--- src/rtl/router_pkt_fifo.sv ---
// Per-destination packet FIFO for the router datapath.
// Each entry holds a data byte plus a header (lfd) flag. The read side tracks
// how many bytes of the current packet are still owed, using the length field
// of the stored header. It flags header bytes, the parity byte that ends a
// packet, and headers that arrive before the previous packet is complete.
module router_pkt_fifo #(
  parameter int DATA_W    = 8,
  parameter int DEPTH     = 16,
  parameter int AF_THRESH = 14,
  localparam int LEN_W    = DATA_W - 2,
  localparam int CNT_W    = $clog2(DEPTH) + 1
) (
  input  logic              clock,
  input  logic              resetn,
  input  logic              soft_reset,
  input  logic              write_enb,
  input  logic              lfd_state,
  input  logic [DATA_W-1:0] data_in,
  input  logic              read_enb,
  output logic [DATA_W-1:0] data_out,
  output logic              sop_out,
  output logic              pkt_done,
  output logic              full,
  output logic              empty,
  output logic              almost_full,
  output logic [CNT_W-1:0]  level,
  output logic              ovf_err,
  output logic              len_err
);

  localparam int AW    = $clog2(DEPTH);
  localparam int REM_W = LEN_W + 1;

  // Entry layout: bit DATA_W is the header flag, the lower bits are the byte.
  logic [DATA_W:0] mem [DEPTH];

  logic [AW-1:0]     wr_ptr_reg;
  logic [AW-1:0]     rd_ptr_reg;
  logic [CNT_W-1:0]  level_reg;
  logic [CNT_W-1:0]  level_next;
  logic [REM_W-1:0]  rem_reg;
  logic [REM_W-1:0]  rem_next;
  logic [DATA_W-1:0] data_out_reg;
  logic              sop_out_reg;
  logic              pkt_done_reg;
  logic              pkt_done_next;
  logic              ovf_err_reg;
  logic              len_err_reg;
  logic              len_err_next;

  logic              flush;
  logic              wr_accept;
  logic              rd_accept;
  logic [DATA_W:0]   rd_entry;

  // Either reset source clears all control state on the same edge.
  assign flush = !resetn || soft_reset;

  // Acceptance uses the pre-edge flags: no write into a full FIFO even when a
  // read happens on the same edge, and no fall-through when empty.
  assign full        = (level_reg == CNT_W'(DEPTH));
  assign empty       = (level_reg == '0);
  assign almost_full = (level_reg >= CNT_W'(AF_THRESH));
  assign wr_accept   = write_enb && !full;
  assign rd_accept   = read_enb && !empty;
  assign rd_entry    = mem[rd_ptr_reg];

  // Storage array; contents survive resets, only pointers are cleared.
  always_ff @(posedge clock) begin
    if (wr_accept) begin
      mem[wr_ptr_reg] <= {lfd_state, data_in};
    end
  end

  // Occupancy next-state from the accepted operations.
  always_comb begin
    level_next = level_reg;
    case ({wr_accept, rd_accept})
      2'b10:   level_next = level_reg + CNT_W'(1);
      2'b01:   level_next = level_reg - CNT_W'(1);
      default: level_next = level_reg;
    endcase
  end

  // Packet-length tracking for the byte being read this cycle.
  always_comb begin
    rem_next      = rem_reg;
    pkt_done_next = 1'b0;
    len_err_next  = 1'b0;
    if (rd_accept) begin
      if (rd_entry[DATA_W]) begin
        // New header always wins; an unfinished previous packet is an error.
        len_err_next = (rem_reg != '0);
        rem_next     = {1'b0, rd_entry[DATA_W-1:2]} + REM_W'(1);
      end else if (rem_reg == REM_W'(1)) begin
        rem_next      = '0;
        pkt_done_next = 1'b1;
      end else if (rem_reg != '0) begin
        rem_next = rem_reg - REM_W'(1);
      end
      // Orphan bytes (rem_reg == 0) pass through with no tracking change.
    end
  end

  // Pointer, level and tracking registers.
  always_ff @(posedge clock) begin
    if (flush) begin
      wr_ptr_reg <= '0;
      rd_ptr_reg <= '0;
      level_reg  <= '0;
      rem_reg    <= '0;
    end else begin
      if (wr_accept) begin
        wr_ptr_reg <= wr_ptr_reg + AW'(1);
      end
      if (rd_accept) begin
        rd_ptr_reg <= rd_ptr_reg + AW'(1);
      end
      level_reg <= level_next;
      rem_reg   <= rem_next;
    end
  end

  // Registered read data and status pulses; data holds when nothing is read.
  always_ff @(posedge clock) begin
    if (flush) begin
      data_out_reg <= '0;
      sop_out_reg  <= 1'b0;
      pkt_done_reg <= 1'b0;
      ovf_err_reg  <= 1'b0;
      len_err_reg  <= 1'b0;
    end else begin
      if (rd_accept) begin
        data_out_reg <= rd_entry[DATA_W-1:0];
        sop_out_reg  <= rd_entry[DATA_W];
      end
      pkt_done_reg <= pkt_done_next;
      len_err_reg  <= len_err_next;
      ovf_err_reg  <= write_enb && full;
    end
  end

  assign data_out = data_out_reg;
  assign sop_out  = sop_out_reg;
  assign pkt_done = pkt_done_reg;
  assign ovf_err  = ovf_err_reg;
  assign len_err  = len_err_reg;
  assign level    = level_reg;

endmodule
--- config.mk ---
export PLATFORM = sky130hd
export DESIGN_NAME = router_pkt_fifo
export DESIGN_NICKNAME = d
export VERILOG_FILES = /design/src/rtl/router_pkt_fifo.sv
export SDC_FILE = /design/constraint.sdc
export NUM_CORES = 1
export LEC_CHECK = 0
export CAP_MARGIN = 20
export CORE_UTILIZATION = 60
export CTS_CLUSTER_DIAMETER = 80
export CTS_CLUSTER_SIZE = 14
export DETAILED_ROUTE_END_ITERATION = 10
export PLACE_DENSITY = 0.85
export SLEW_MARGIN = 10
export SYNTH_ARGS = -nofsm -noshare
export SYNTH_HDL_FRONTEND = slang
export SYNTH_SLANG_ARGS = --single-unit
--- constraint.sdc ---
create_clock -name clock -period 3.7 [get_ports clock]
set_input_delay 0.74 -clock clock [delete_from_list [all_inputs] [get_ports clock]]
set_output_delay 0.74 -clock clock [all_outputs]
set_load 0.05 [all_outputs]
# ---- Word level (Yosys, flattened, before mapping)
# Memory sizes are Yosys's and may differ from the RTL's. A register that Yosys moved wholly into a read port is not among the register bits.
# Index checks and enable logic that the tools add are counted.
dict set report word_totals {
  out_inout_bits 20
  in_bits 14
  word_cells 46
  register_bits 32
  mem_count 1
  ram_bits 144
}
# name depth width rd rd_ports_with_merged_regs wr line_no
set mem_list {}
lappend mem_list {mem 16 9 1 1 1 35} ;# logic [DATA_W:0] mem [DEPTH];
dict set report classes {
  mux 9
  addsub 6
  n_lt_le_gt_ge 1
  n_bitwise 2
  eq_ne 4
  reduce_logical 14
}
# cell count
set op_table {}
lappend op_table {{two-way mux 7 bit} 3}
lappend op_table {{case mux 5 bit (2 select lines)} 1}
lappend op_table {{adder 4 x 1 -> 4 bit (second input constant)} 2}
lappend op_table {{two-way mux 4 bit} 2}
lappend op_table {{adder 6 x 1 -> 7 bit (second input constant)} 1}
lappend op_table {{equality test 7 x 1 -> 1 bit (second input constant)} 1}
lappend op_table {{nonzero test 7 bit} 1}
lappend op_table {{subtractor 7 x 1 -> 7 bit (second input constant)} 1}
lappend op_table {{OR reduction 3 bit} 2}
lappend op_table {{adder 5 x 1 -> 5 bit (second input constant)} 1}
lappend op_table {{equality test 5 bit (second input constant)} 1}
lappend op_table {{greater-or-equal comparator 5 x 4 -> 1 bit (second input constant)} 1}
lappend op_table {{zero test 5 bit} 1}
lappend op_table {{subtractor 5 x 1 -> 5 bit (second input constant)} 1}
lappend op_table {{logical AND 1 bit} 3}
lappend op_table {{zero test 1 bit} 3}
lappend op_table {{two-way mux 1 bit} 3}
lappend op_table {{nonzero test 3 bit} 1}
lappend op_table {{equality test 2 x 1 -> 1 bit (second input constant)} 1}
lappend op_table {{equality test 2 bit (second input constant)} 1}
lappend op_table {{inverter 1 bit} 2}
lappend op_table {{AND reduction 2 bit} 1}
lappend op_table {{nonzero test 2 bit} 1}
lappend op_table {{logical OR 1 bit} 1}

# ---- Depth between registers and ports, before layout
# Gate-level depths: netlist of run 1.
dict set report logic_depth {
  depth_word 5
  depth_mapped 16
}

# ---- Least setup slack after synthesis of run 1
# Ideal clock, no wire load.
dict set report synth_path {
  kind {register to register}
  from {register level_reg[1] (netlist: level[1])}
  to {register level_reg[4] (netlist: level[4])}
  t_arrival_ns 4.110
  path_stages_with_launch 17
  period_less_slack_ns 4.180
  setup_slack_ns -0.480
  path_cell_list {dfxtp_1 > buf_2 > or4_1 > nor2_1 > nor2b_1 > clkbuf_1 > inv_1 > ha_1 > clkbuf_1 > xor2_1 > ha_1 > o21a_1 > o22a_1 > a21oi_1 > xor2_1 > or3_1 > a21oi_1}
}
dict set report synth_via {
  elab_chain_len 5
  elab_cells_between_ends 12
}
# item line_no
set synth_lines {}
lappend synth_lines {{start, declared} 39} ;# logic [CNT_W-1:0] level_reg;
lappend synth_lines {{start signal, assigned} 119} ;# level_reg <= level_next;
lappend synth_lines {{equality test 5 bit (*)} 61} ;# assign full = (level_reg == CNT_W'(DEPTH));
lappend synth_lines {{net full} 23} ;# output logic full,
lappend synth_lines {{zero test 1 bit (*)} 64} ;# assign wr_accept = write_enb && !full;
lappend synth_lines {{logical AND 1 bit (*)} 64}
lappend synth_lines {{equality test 2 x 1 -> 1 bit or equality test 2 bit (tied branches)} 78} ;# case ({wr_accept, rd_accept})
lappend synth_lines {{case mux 5 bit (2 select lines) or nonzero test 2 bit (tied branches)} -}
# Mark *: on every way through the listed nets, which the timed path passes. The rest lies on a longest branch.
# A chain may end at the register's enable or synchronous reset.

# ---- Worst setup path in the final report of run 1
dict set report layout_path {
  from {register level_reg[1] (netlist: level[1])}
  to {register level_reg[4] (netlist: level[4])}
}
dict set report layout_via {
  elab_chain_len 5
  elab_cells_between_ends 12
}
# item line_no
set layout_lines {}
lappend layout_lines {{equality test 5 bit or zero test 5 bit (tied branches)} {61, 62}}
lappend layout_lines {{zero test 1 bit (on tied branches)} {64, 65}}
lappend layout_lines {{logical AND 1 bit (on tied branches)} {64, 65}}
lappend layout_lines {{equality test 2 x 1 -> 1 bit or equality test 2 bit (tied branches)} 78}
lappend layout_lines {{case mux 5 bit (2 select lines) or nonzero test 2 bit (tied branches)} -}
# Parallel ways exist; a longest one is shown, timed or not.

==> reports/results.tsv, run 1 <==
metric	value	unit
async_flop_share	0	
path_class	reg2reg	
dpl_cell_area	0.00793	mm²
rr_startpoint	level[1]	
grt_max_degree	22	
path_clk_slew	70	ps
critPathBufInv	1	
synth_common_cells	edfxtp_1, mux4_2, dfxtp_1, nand2_1, nor2_1	
finalSetupViolations	0	
syn_avg_cell_area	16.3	µm²
syn_nets	477	
syn-cell-area	0.00734	mm²
cts_tree	built	
critPathRequiredTime	4060	ps
maxSlewViolCount	0	
globalplace.congestion	0.871	
crit_chain	or4_1 -> nor2_4 -> nor2b_1 -> inv_1 -> ha_1 -> xor2_1 -> ha_1 -> o21a_1 -> o22a_1 -> a21oi_1 -> xor2_1 -> or3_1 -> a21oi_1	
totalWireLength	15.4	mm
yosysSeqAreaShare	0.688	
clk_latency	430	ps
totalNegativeSetupSlack	0	ps
power_frac_comb	0.051	
grt_first_pass_wirelength	23.8	mm
drv_cap	0	
grt_pass1_vias	4211	
reg2reg_depth	13	
status	finished, final reports clean	
ff_latch_area	0.00505	mm²
p_clk_frac	0.418	
multi_input_area	0.00214	mm²
path_max_fanout	10	
grt_antenna_before_repair	1	
synth-warning-count	0	
syn_inst	450	
cp_top_family	simple AND/OR/NAND/NOR gates	
fill_cells	738	
fin_crit	3240	ps
cts_buffer_depth	2	
crit_path_end_kind	register	
p_per_area	489	mW/mm²
cts_resized	0	
ys_types	53	
maxSlewHeadroom	0.463	
yosys-top-cells-area	edfxtp_1, mux4_2, dfxtp_1, ha_1, nand2_1	
cts.sinks	180	
drtIter0Drc	527	
dieWidth	113	µm
p_total	4160	µW
p_sw	885	µW
fin_skew	12.1	ps
min_from	data_out[5]	
num_io_pins	34	
htree_levels	4	
critPathMaxStageDelay	630	ps
rows	40	
yosysTopAreaCell	edfxtp_1	
ir_worst_vdd	0.000394	V
cts_hold_buf	0	
layout.nets	531	
finalHoldViolations	0	
dr.pass1.iters	5	
post_cts_buffers	0	
io_buffers	33	
area_delta_synth_final	16.1	%
holdPathStages	2	
drive_above_1_share	0.195	
p_leak	0.00285	µW
ff2ff_setup_slack	460	ps
crit_slowest_cell	or4_1	
post-synth-top-area-fraction	0.589	
via_per_inst	6.34	
largest_register_ffs	144	
core_area	0.0120	mm²
post-route-drc-count	0	
worstMarginPinSlew	794	ps
worstReg2RegEnd	level[4]	
min_to	data_out[5]	
clock-root-buffer	clkbuf_16	
cts_buffers	17	
cp.arrival	3600	ps
postRouteAntennaNets	0	
hp-class	reg2reg	
path_depth	13	
grt_setup_unrepaired	no	
drt-wirelength-per-cell	23.2	µm
fin_cells	665	
die_h	113	µm
fmax	308	MHz
period_share	0.876	
p_int	3280	µW
swShare	0.213	
place.detailed.hpwl	10.1	mm
overflow	0	
ys_ff_latch	180	
num_vias	4216	
dieArea	0.0127	mm²
synth-edff-count	144	
start_kind	register	
dp_cells	632	
synth_most_common_cell	edfxtp_1	
start_util	0.613	
pwr-share-seq	0.531	
finalInstanceArea	0.00852	mm²
track_usage	0.265	
synthFlopType	edfxtp_1	
-- power by group through the flow --
stage / Clock (µW) / Combinational, µW / Sequential (µW)
2_1_floorplan: 0 / 120 / 2260
4_1_cts: 1760 / 211 / 2210
3_3_place_gp: 0 / 202 / 2250
3_5_place_dp: 0 / 209 / 2260
5_1_grt: 1840 / 229 / 2210
6_report: 1740 / 213 / 2210
-- per-layer routing --
layer / track usage / wire length [µm] / vias to the layer above
met2: 0.437 / 7920 / 199
met3: 0.0637 / 1140 / 37
met5: 0 / 0 / -
met4: 0.129 / 401 / 0
li1: - / - / 1858
met1: 0.333 / 5980 / 2122
-- cells by family after synthesis --
group / count (synthesis) / synth area share
flip-flops: 180 / 0.688
XOR/XNOR: 13 / 0.0155
AO/OA/AOI/OAI: 59 / 0.0536
buffers and inverters: 32 / 0.0211
AND/OR/NAND/NOR: 109 / 0.0701
adder cells (fa/ha/maj): 13 / 0.0222
multiplexers: 44 / 0.130
-- worst max-delay path by stage --
stage / from / end / slack, ps
2_1_floorplan: level[1] / level[4] / 20
3_3_place_gp: write_enb / level[4] / 430
3_5_place_dp: write_enb / level[4] / 330
4_1_cts: level[1] / level[4] / 510
5_1_grt: level[1] / level[4] / 190
6_report: level[1] / level[4] / 460
-- worst register-to-register path, delay by kind of cell (launching register included) --
family / cells / cell delay [ps]
compound gates: 4 / 690
simple gates: 4 / 1180
flops: 1 / 400
buf+inv: 1 / 80
xor+xnor: 2 / 230
fa+ha+maj: 2 / 610
-- placed cells by master (no fill, tap or decap), drive strengths merged, types with 4 or more instances in the layout --
cell type      Yosys  final
edfxtp           144    144
inv               10     14
a21oi             23     23
nand2             35     35
nor3               7      7
xnor2              4      4
dfxtp             36     36
o21ai              7      7
nand4              4      4
clkdlybuf4s50      0     33
clkinv             0      5
a21boi             4      4
ha                13     13
nor2              35     35
clkbuf             9     23
xor2               9      9
nand2b             4      4
or3                4      4
a22oi             12     12
buf               13     24
mux2i              4      4
mux4              40     40
-- stage by stage --
| step | worst slack [ps] | hold WS (ps) | util |
|---|---|---|---|
| 2_1_floorplan | 24.1 | 467 | - |
| 3_3_place_gp | 428 | 443 | 0.663 |
| 3_5_place_dp | 330 | 446 | 0.663 |
| 4_1_cts | 512 | 455 | 0.712 |
| 5_1_grt | 194 | 472 | 0.712 |
| 6_report | 458 | 452 | 0.712 |
-- final cells by class --
class / instances / area share
well taps: 147 / 0.0216
flip-flops and latches: 180 / 0.592
multi-input cells: 238 / 0.252
clock buffers: 23 / 0.0611
diodes: 1 / 0.000294
inverters: 10 / 0.00441
clock inverters: 9 / 0.00734
repair buffers: 57 / 0.0614
Note: power is estimated with default switching activity, not from simulation.
==> run 2: changes to the inputs <==
--- a/config.mk
+++ b/config.mk
@@ -10,7 +10,7 @@
 export CTS_CLUSTER_DIAMETER = 80
 export CTS_CLUSTER_SIZE = 14
 export DETAILED_ROUTE_END_ITERATION = 10
-export PLACE_DENSITY = 0.85
+export PLACE_DENSITY = 0.83
 export SLEW_MARGIN = 10
 export SYNTH_ARGS = -nofsm -noshare
 export SYNTH_HDL_FRONTEND = slang
==> reports/results.tsv, run 2 (same netlist as run 1, synthesis figures left out) <==
metric	value	unit
status	finished, final reports clean	
antenna_cells	0	
p_leak	0.00284	µW
cts_resized	0	
fin_skew	7.47	ps
maxSlewHeadroom	0.462	
cts_buffers	17	
dpl_cell_area	0.00794	mm²
ir_worst_vdd	0.000508	V
drive_above_1_share	0.197	
path_max_fanout	10	
cts_tree	built	
post-route-drc-count	0	
critPathMaxStageDelay	630	ps
p_per_area	487	mW/mm²
path_depth	12	
post_cts_buffers	0	
grt_setup_unrepaired	no	
grt_first_pass_wirelength	22.9	mm
finalSetupViolations	0	
num_vias	4187	
dr.pass1.iters	7	
finalInstanceArea	0.00850	mm²
core_area	0.0120	mm²
htree_levels	4	
dp_cells	634	
totalWireLength	14.8	mm
drtIter0Drc	356	
area_delta_synth_final	15.9	%
drv_cap	0	
cp_top_family	compound AO/OA/AOI/OAI gates	
crit_chain	or4_1 -> o21ai_1 -> inv_2 -> ha_1 -> xor2_1 -> ha_1 -> o21a_1 -> o22a_1 -> a21oi_1 -> xor2_1 -> or3_1 -> a21oi_1	
overflow	0	
via_per_inst	6.29	
fin_crit	3230	ps
clk_latency	430	ps
die_h	113	µm
layout.nets	533	
totalNegativeSetupSlack	0	ps
io_buffers	33	
critPathBufInv	1	
holdWs	457	ps
num_io_pins	34	
place.detailed.hpwl	9.62	mm
drt-wirelength-per-cell	22.3	µm
maxSlewViolCount	0	
fill_cells	717	
ff2ff_setup_slack	470	ps
postRouteAntennaNets	0	
period_share	0.874	
grt_antenna_before_repair	0	
fin_cells	666	
dieWidth	113	µm
grt_max_degree	20	
rows	40	
clock-root-buffer	clkbuf_16	
reg2reg_depth	12	
start_kind	register	
globalplace.congestion	0.853	
start_util	0.613	
finalHoldViolations	0	
track_usage	0.256	
layout_common_cells	edfxtp_1, mux4_2, nand2_1, dfxtp_1, nor2_1	
largest_register_ffs	144	
path_clk_slew	60	ps
holdPathStages	2	
crit_slowest_cell	or4_1	
layout_commonest_cell	edfxtp_1	
worstMarginPinSlew	796	ps
critPathRequiredTime	4060	ps
hp-class	reg2reg	
path_class	reg2reg	
fmax	309	MHz
crit_path_end_kind	register	
cts_buffer_depth	2	
cts.sinks	180	
cp.arrival	3600	ps
cts_hold_buf	0	
grt_pass1_vias	4232	
dieArea	0.0127	mm²
-- run 2: layout make-up --
cell class,count,area (µm²),share of cell area
flip-flops and latches,180,5050,0.593
multi-input cells,238,2140,0.252
repair buffers,59,526,0.0618
clock buffers,19,433,0.0509
well taps,147,184,0.0216
clock inverters,13,134,0.0157
inverters,10,37.5,0.00441
-- run 2: report_power, final --
group | switching [µW] | leakage [µW] | total (µW) | internal (µW)
clock | 729 | 0.000275 | 1720 | 992
combinational | 126 | 0.000975 | 208 | 82.2
sequential | 12.3 | 0.00159 | 2210 | 2200
total | 867 | 0.00284 | 4140 | 3270
-- run 2: final timing paths --
kind                            startpoint       end
worst max-delay path              level[1]  level[4]
worst min-delay path               sop_out   sop_out
worst max register to register    level[1]  level[4]
worst min register to register     sop_out   sop_out
-- run 2: stage by stage --
stage / total power (µW) / worst slack, ps / util
2_1_floorplan: 2380 / 24.1 / -
3_3_place_gp: 2450 / 401 / 0.663
3_5_place_dp: 2460 / 326 / 0.663
4_1_cts: 4160 / 476 / 0.711
5_1_grt: 4250 / 245 / 0.711
6_report: 4140 / 466 / 0.711
-- run 2: metal layers --
layer | vias up | wire length [µm] | track usage
met4 | 0 | 503 | 0.138
met5 | - | 0 | 0
li1 | 1862 | - | -
met2 | 195 | 7670 | 0.434
met3 | 45 | 1020 | 0.0632
met1 | 2085 | 5620 | 0.302
-- run 2: worst min-delay path, cell delays in order, from the launching register on --
cell,delay (ps)
dfxtp_1,310
nand2_1,50
a21oi_1,50
